File: src/rtl/issue_scoreboard.sv
// issue_scoreboard
//   Issue-stage hazard scheduler. Holds a per-register countdown of cycles
//   until each pending result is available (64 indices: x0-x31, f0-f31), a
//   write-port reservation vector, and a busy counter for the shared
//   fdiv/fsqrt unit. dec_ready drops on RAW, WAW, write-port or divider
//   conflicts. Issue outputs are registered one cycle after fire.
// Ports
//   clk, rst            clock, synchronous active-high reset
//   dec_*               decoded instruction (valid/ready handshake)
//   iss_valid/class/rd  registered record of last cycle's issue
//   div_start           registered start pulse to the fdiv/fsqrt unit
//   wb_slot             a reserved write-back lands this cycle
//   stall_cnt           saturating count of dec_valid & !dec_ready cycles
module issue_scoreboard #(
  parameter int FP_LAT  = 4,
  parameter int DIV_LAT = 16,
  parameter int LD_LAT  = 2,
  parameter int CW      = 5
) (
  input  logic        clk,
  input  logic        rst,
  input  logic        dec_valid,
  output logic        dec_ready,
  input  logic [5:0]  dec_rs1,
  input  logic [5:0]  dec_rs2,
  input  logic        dec_use_rs1,
  input  logic        dec_use_rs2,
  input  logic [5:0]  dec_rd,
  input  logic        dec_regwrite,
  input  logic [1:0]  dec_class,
  output logic        iss_valid,
  output logic [1:0]  iss_class,
  output logic [5:0]  iss_rd,
  output logic        div_start,
  output logic        wb_slot,
  output logic [31:0] stall_cnt
);
  localparam int NREG = 64;
  localparam int RW   = 2**CW;
  localparam logic [1:0] CLS_ALU = 2'd0;
  localparam logic [1:0] CLS_FPU = 2'd1;
  localparam logic [1:0] CLS_DIV = 2'd2;

  logic [NREG-1:0][CW-1:0] pend_q, pend_d;
  logic [RW-1:0]           rsv_q, rsv_d;
  logic [CW-1:0]           div_cnt_q, div_cnt_d;
  logic                    iss_valid_q, iss_valid_d;
  logic [1:0]              iss_class_q, iss_class_d;
  logic [5:0]              iss_rd_q, iss_rd_d;
  logic                    div_start_q, div_start_d;
  logic [31:0]             stall_cnt_q, stall_cnt_d;

  logic [CW-1:0] lat;
  logic          wr, raw, waw, port, unit, fire;

  always_comb begin
    case (dec_class)
      CLS_ALU: lat = CW'(1);
      CLS_FPU: lat = CW'(FP_LAT);
      CLS_DIV: lat = CW'(DIV_LAT);
      default: lat = CW'(LD_LAT);
    endcase
    wr   = dec_regwrite & (dec_rd != 6'd0);
    // A result due this cycle (pend==1) is forwarded, so only >1 blocks.
    raw  = (dec_use_rs1 & (pend_q[dec_rs1] > CW'(1))) |
           (dec_use_rs2 & (pend_q[dec_rs2] > CW'(1)));
    // Younger write must land strictly after any older write to rd.
    waw  = wr & (pend_q[dec_rd] >= lat);
    port = wr & rsv_q[lat];
    unit = (dec_class == CLS_DIV) & (div_cnt_q != '0);
    dec_ready = ~rst & ~(raw | waw | port | unit);
    fire = dec_valid & dec_ready;

    for (int i = 0; i < NREG; i++)
      pend_d[i] = (pend_q[i] != '0) ? pend_q[i] - CW'(1) : '0;
    if (fire & wr) pend_d[dec_rd] = lat;
    pend_d[0] = '0;

    rsv_d = rsv_q >> 1;
    if (fire & wr) rsv_d = rsv_d | (RW'(1) << (lat - CW'(1)));

    if (fire & (dec_class == CLS_DIV))
      div_cnt_d = CW'(DIV_LAT - 1);
    else
      div_cnt_d = (div_cnt_q != '0) ? div_cnt_q - CW'(1) : '0;

    iss_valid_d = fire;
    iss_class_d = fire ? dec_class : iss_class_q;
    iss_rd_d    = fire ? dec_rd : iss_rd_q;
    div_start_d = fire & (dec_class == CLS_DIV);

    stall_cnt_d = stall_cnt_q;
    if (dec_valid & ~dec_ready & (stall_cnt_q != '1))
      stall_cnt_d = stall_cnt_q + 32'd1;
  end

  always_ff @(posedge clk) begin
    if (rst) begin
      pend_q      <= '0;
      rsv_q       <= '0;
      div_cnt_q   <= '0;
      iss_valid_q <= 1'b0;
      iss_class_q <= '0;
      iss_rd_q    <= '0;
      div_start_q <= 1'b0;
      stall_cnt_q <= '0;
    end else begin
      pend_q      <= pend_d;
      rsv_q       <= rsv_d;
      div_cnt_q   <= div_cnt_d;
      iss_valid_q <= iss_valid_d;
      iss_class_q <= iss_class_d;
      iss_rd_q    <= iss_rd_d;
      div_start_q <= div_start_d;
      stall_cnt_q <= stall_cnt_d;
    end
  end

  assign iss_valid = iss_valid_q;
  assign iss_class = iss_class_q;
  assign iss_rd    = iss_rd_q;
  assign div_start = div_start_q;
  assign wb_slot   = rsv_q[0];
  assign stall_cnt = stall_cnt_q;
endmodule
File: config.mk
export PLATFORM = sky130hd
export DESIGN_NAME = issue_scoreboard
export DESIGN_NICKNAME = d
export VERILOG_FILES = /design/src/rtl/issue_scoreboard.sv
export SDC_FILE = /design/constraint.sdc
export NUM_CORES = 1
export LEC_CHECK = 0
export ABC_CLOCK_PERIOD_IN_PS = 17000
export CAP_MARGIN = 20
export CELL_PAD_IN_SITES_DETAIL_PLACEMENT = 0
export CELL_PAD_IN_SITES_GLOBAL_PLACEMENT = 2
export CORE_MARGIN = 10
export CORE_UTILIZATION = 41
export DETAILED_ROUTE_END_ITERATION = 10
export PLACE_DENSITY = 0.93
export SKIP_CTS_REPAIR_TIMING = 1
export SLEW_MARGIN = 0
export SYNTH_ARGS = -nofsm -noshare
export SYNTH_HDL_FRONTEND = slang
export SYNTH_SLANG_ARGS = --single-unit
export TNS_END_PERCENT = 50
File: constraint.sdc
create_clock -name clk -period 17 [get_ports clk]
set_input_delay 1.7 -clock clk [delete_from_list [all_inputs] [get_ports clk]]
set_output_delay 1.7 -clock clk [all_outputs]
set_load 0.01 [all_outputs]
==> out/results.ini <==
[logic_synthesis]
ys.flop_type=dfxtp_1
yosys.area.top_type=dfxtp_1
ys_warn_count=0
async_reset_ff_share_pct=0
synth_edf_count=0
synth.net_count=2903
netlist_top_cells_area=dfxtp_1 (36%), o21ai_0 (7.0%), nor2_1 (4.6%)
synth_seq_cells=394
yosysSeqAreaShare_pct=35.6
syn-cell-area_mm2=0.0222
synth_top_area_share_pct=35.6
synth_cells=2808
avgSynthCellArea_um2=7.90
synth_cell_type_count=77

[grt]
first_global_vias=20181
overflow=0
antenna_found_initial=2
gr-usage-all-layers_pct=24.4
grt_max_degree=81
grt_pass1_wl_mm=123

[floorplan]
die_y_um=253
design.core.area_mm2=0.0537
die_area_mm2=0.0638
start_util_pct=41.3
die_w_um=253
io_pins=70
fp-row-count=85

[power]
p_total_mw=4.14
p_per_area_mw_per_mm2=165
peakVddDrop_v=0.0000791
leakagePower_nw=9.01

[worst_hold_path]
hp-start=rsv_q[8]$_SDFF_PP0_
hold-path-cell-count=1
hold_path_end=rsv_q[7]$_SDFF_PP0_
hold_class=flop to flop

[finish]
stdcell_count=3539
nets=2900
drive_gt1_share_pct=6.90
final_cell_area_mm2=0.0250
final_common_cell=dfxtp_1
layout_common_cells=dfxtp_1 (394), o21ai_0 (309), nor2_1 (264), inv_1 (190), nand2_1 (180)
area_growth_pct=12.8

[cts]
cts_tree=yes
cts_max_level=2
clockBufferDepth=3
numClockSinks=394
numCtsBuffers=47
root_buffer=clkbuf_16
clk_latency_ns=0.60
clk_pin_slew_ns=0.06

[sta]
slew_violations=0
grt_setup_unrepaired=no
fin_crit_ns=9.14
fin_worst_skew_ns=0.0207
setup_viol=0
tightest_slew_ns=1.19
hold_violations=0
tns_ns=0
slew_headroom_pct=20.2
setup_ws_ns=7.86
post-route-period-util_pct=53.7
fmax_mhz=109

[critical_path]
timing.critical_path.buf_inv=4
critPathKind=input pin to primary output
crit_family=simple AND/OR/NAND/NOR gates
reg2reg_slack_ns=11.71
r2r_end=pend_q[151]$_SDFF_PP0_
cp-start-kind=input pin
path_max_fanout=26
required_ns=15.30
slowest_delay_ns=0.69
r2r_start=pend_q[161]$_SDFF_PP0_
crit_path_cell_trace=clkdlybuf4s50_1 > buf_4 > nand2b_1 > nor2_4 > buf_4 > a22oi_1 > nand4_1 > nor2_1 > a311oi_1 > a21oi_1 > a21oi_1 > nor4_1 > ha_1 > nand2b_1 > a21o_1 > a211oi_1 > o221ai_1 > nor4_2 > nor2_1 > nand2_1 > and2_1 > clkdlybuf4s50_1
arrival_ns=7.44
critPathSlowestCell=nor2_4
cp-end-kind=primary output
r2r_cells=16

[place]
post-place-ws_ns=7.96
dpl-instance-area_mm2=0.0234
dp_cells=3452
port_buffers=69
globalplace.congestion=0.953
post-dp-hpwl_mm=54.2

[detailed_routing]
dr.pass1.iters=6
postRouteAntennaNets=0
routed_wl_mm=80.3
drt-initial-drc-count=2467
post_drt_wl_per_cell_um=22.7
vias_per_cell=6.17
drc=0
route.vias.total=21839

[outcome]
status=complete, no violations

[job]
maxCapViolCount=0

through the flow:
stage / utilization (%) / hold WS (ns)
floorplan: - / 0.414
global placement: 43.6 / 0.417
detailed placement: 43.6 / 0.422
CTS: 46.6 / 0.436
global route: 46.6 / 0.447
finish: 46.6 / 0.430
cell usage after synthesis (all sizes together) (34+ instances only):
cell type	instances
a31oi	34
nand2b	42
buf	41
a21oi	95
nor2b	67
a22oi	93
nand3	189
mux2i	44
ha	69
dfxtp	394
inv	193
nand2	181
and3	39
xnor2	56
nand4	59
nor3b	47
nor2	270
nor4	40
clkbuf	116
o21ai	310
nor3	95
report_power, final:
part	leakage [nW]	switching [mW]	internal, mW
logic	5.01	0.864	0.706
registers	3.22	0.353	1.17
clock network	0.784	0.418	0.622
total	9.01	1.64	2.50
sequential cells by signal, summed over array words and instances (netlist names):
register,count
div_start,1
pend_q,315
iss_valid,1
iss_rd,6
stall_cnt,32
iss_class,2
div_cnt_q,5
rsv_q,32
per-layer routing:
metal	vias to the layer above	wire length (µm)	GRT usage [%]
met1	10453	34700	32.9
met4	2	2750	8.98
met3	200	7220	4.41
met2	1039	35600	38.1
li1	10145	-	-
met5	-	13	0
how the worst max path moves through the flow:
stage	startpoint	cells past startpoint	slack (ns)	to
floorplan	dec_rd[2]	21	9.88	dec_ready
global placement	dec_rd[0]	22	8.05	dec_ready
detailed placement	dec_rd[0]	22	7.96	dec_ready
CTS	dec_rd[0]	22	7.94	dec_ready
global route	dec_rd[0]	22	7.50	dec_ready
finish	dec_rd[0]	22	7.86	dec_ready
cells by family after synthesis:
family                     count (synthesis)  synth area share, %
DFF                                      394                 35.6
buffers and inverters                    352                 6.22
xor gates and xnor gates                  89                 3.52
AOI/OAI and AO/OA                        714                 20.2
muxes                                     90                 5.39
and+or+nand+nor                         1099                 25.2
other                                      1               0.0169
adders and majority gates                 69                 3.89
layout make-up:
type                       instances  area (µm²)
antenna                            1        2.50
inverter                         195         733
timing repair buffer             105         956
fill                            5211       28700
tap                              696         871
clock buffer                      66        1370
sequential                       394        7890
clock inverter                    20         223
multi-input combinational       2062       13000
(Power assumes the default switching activity.)
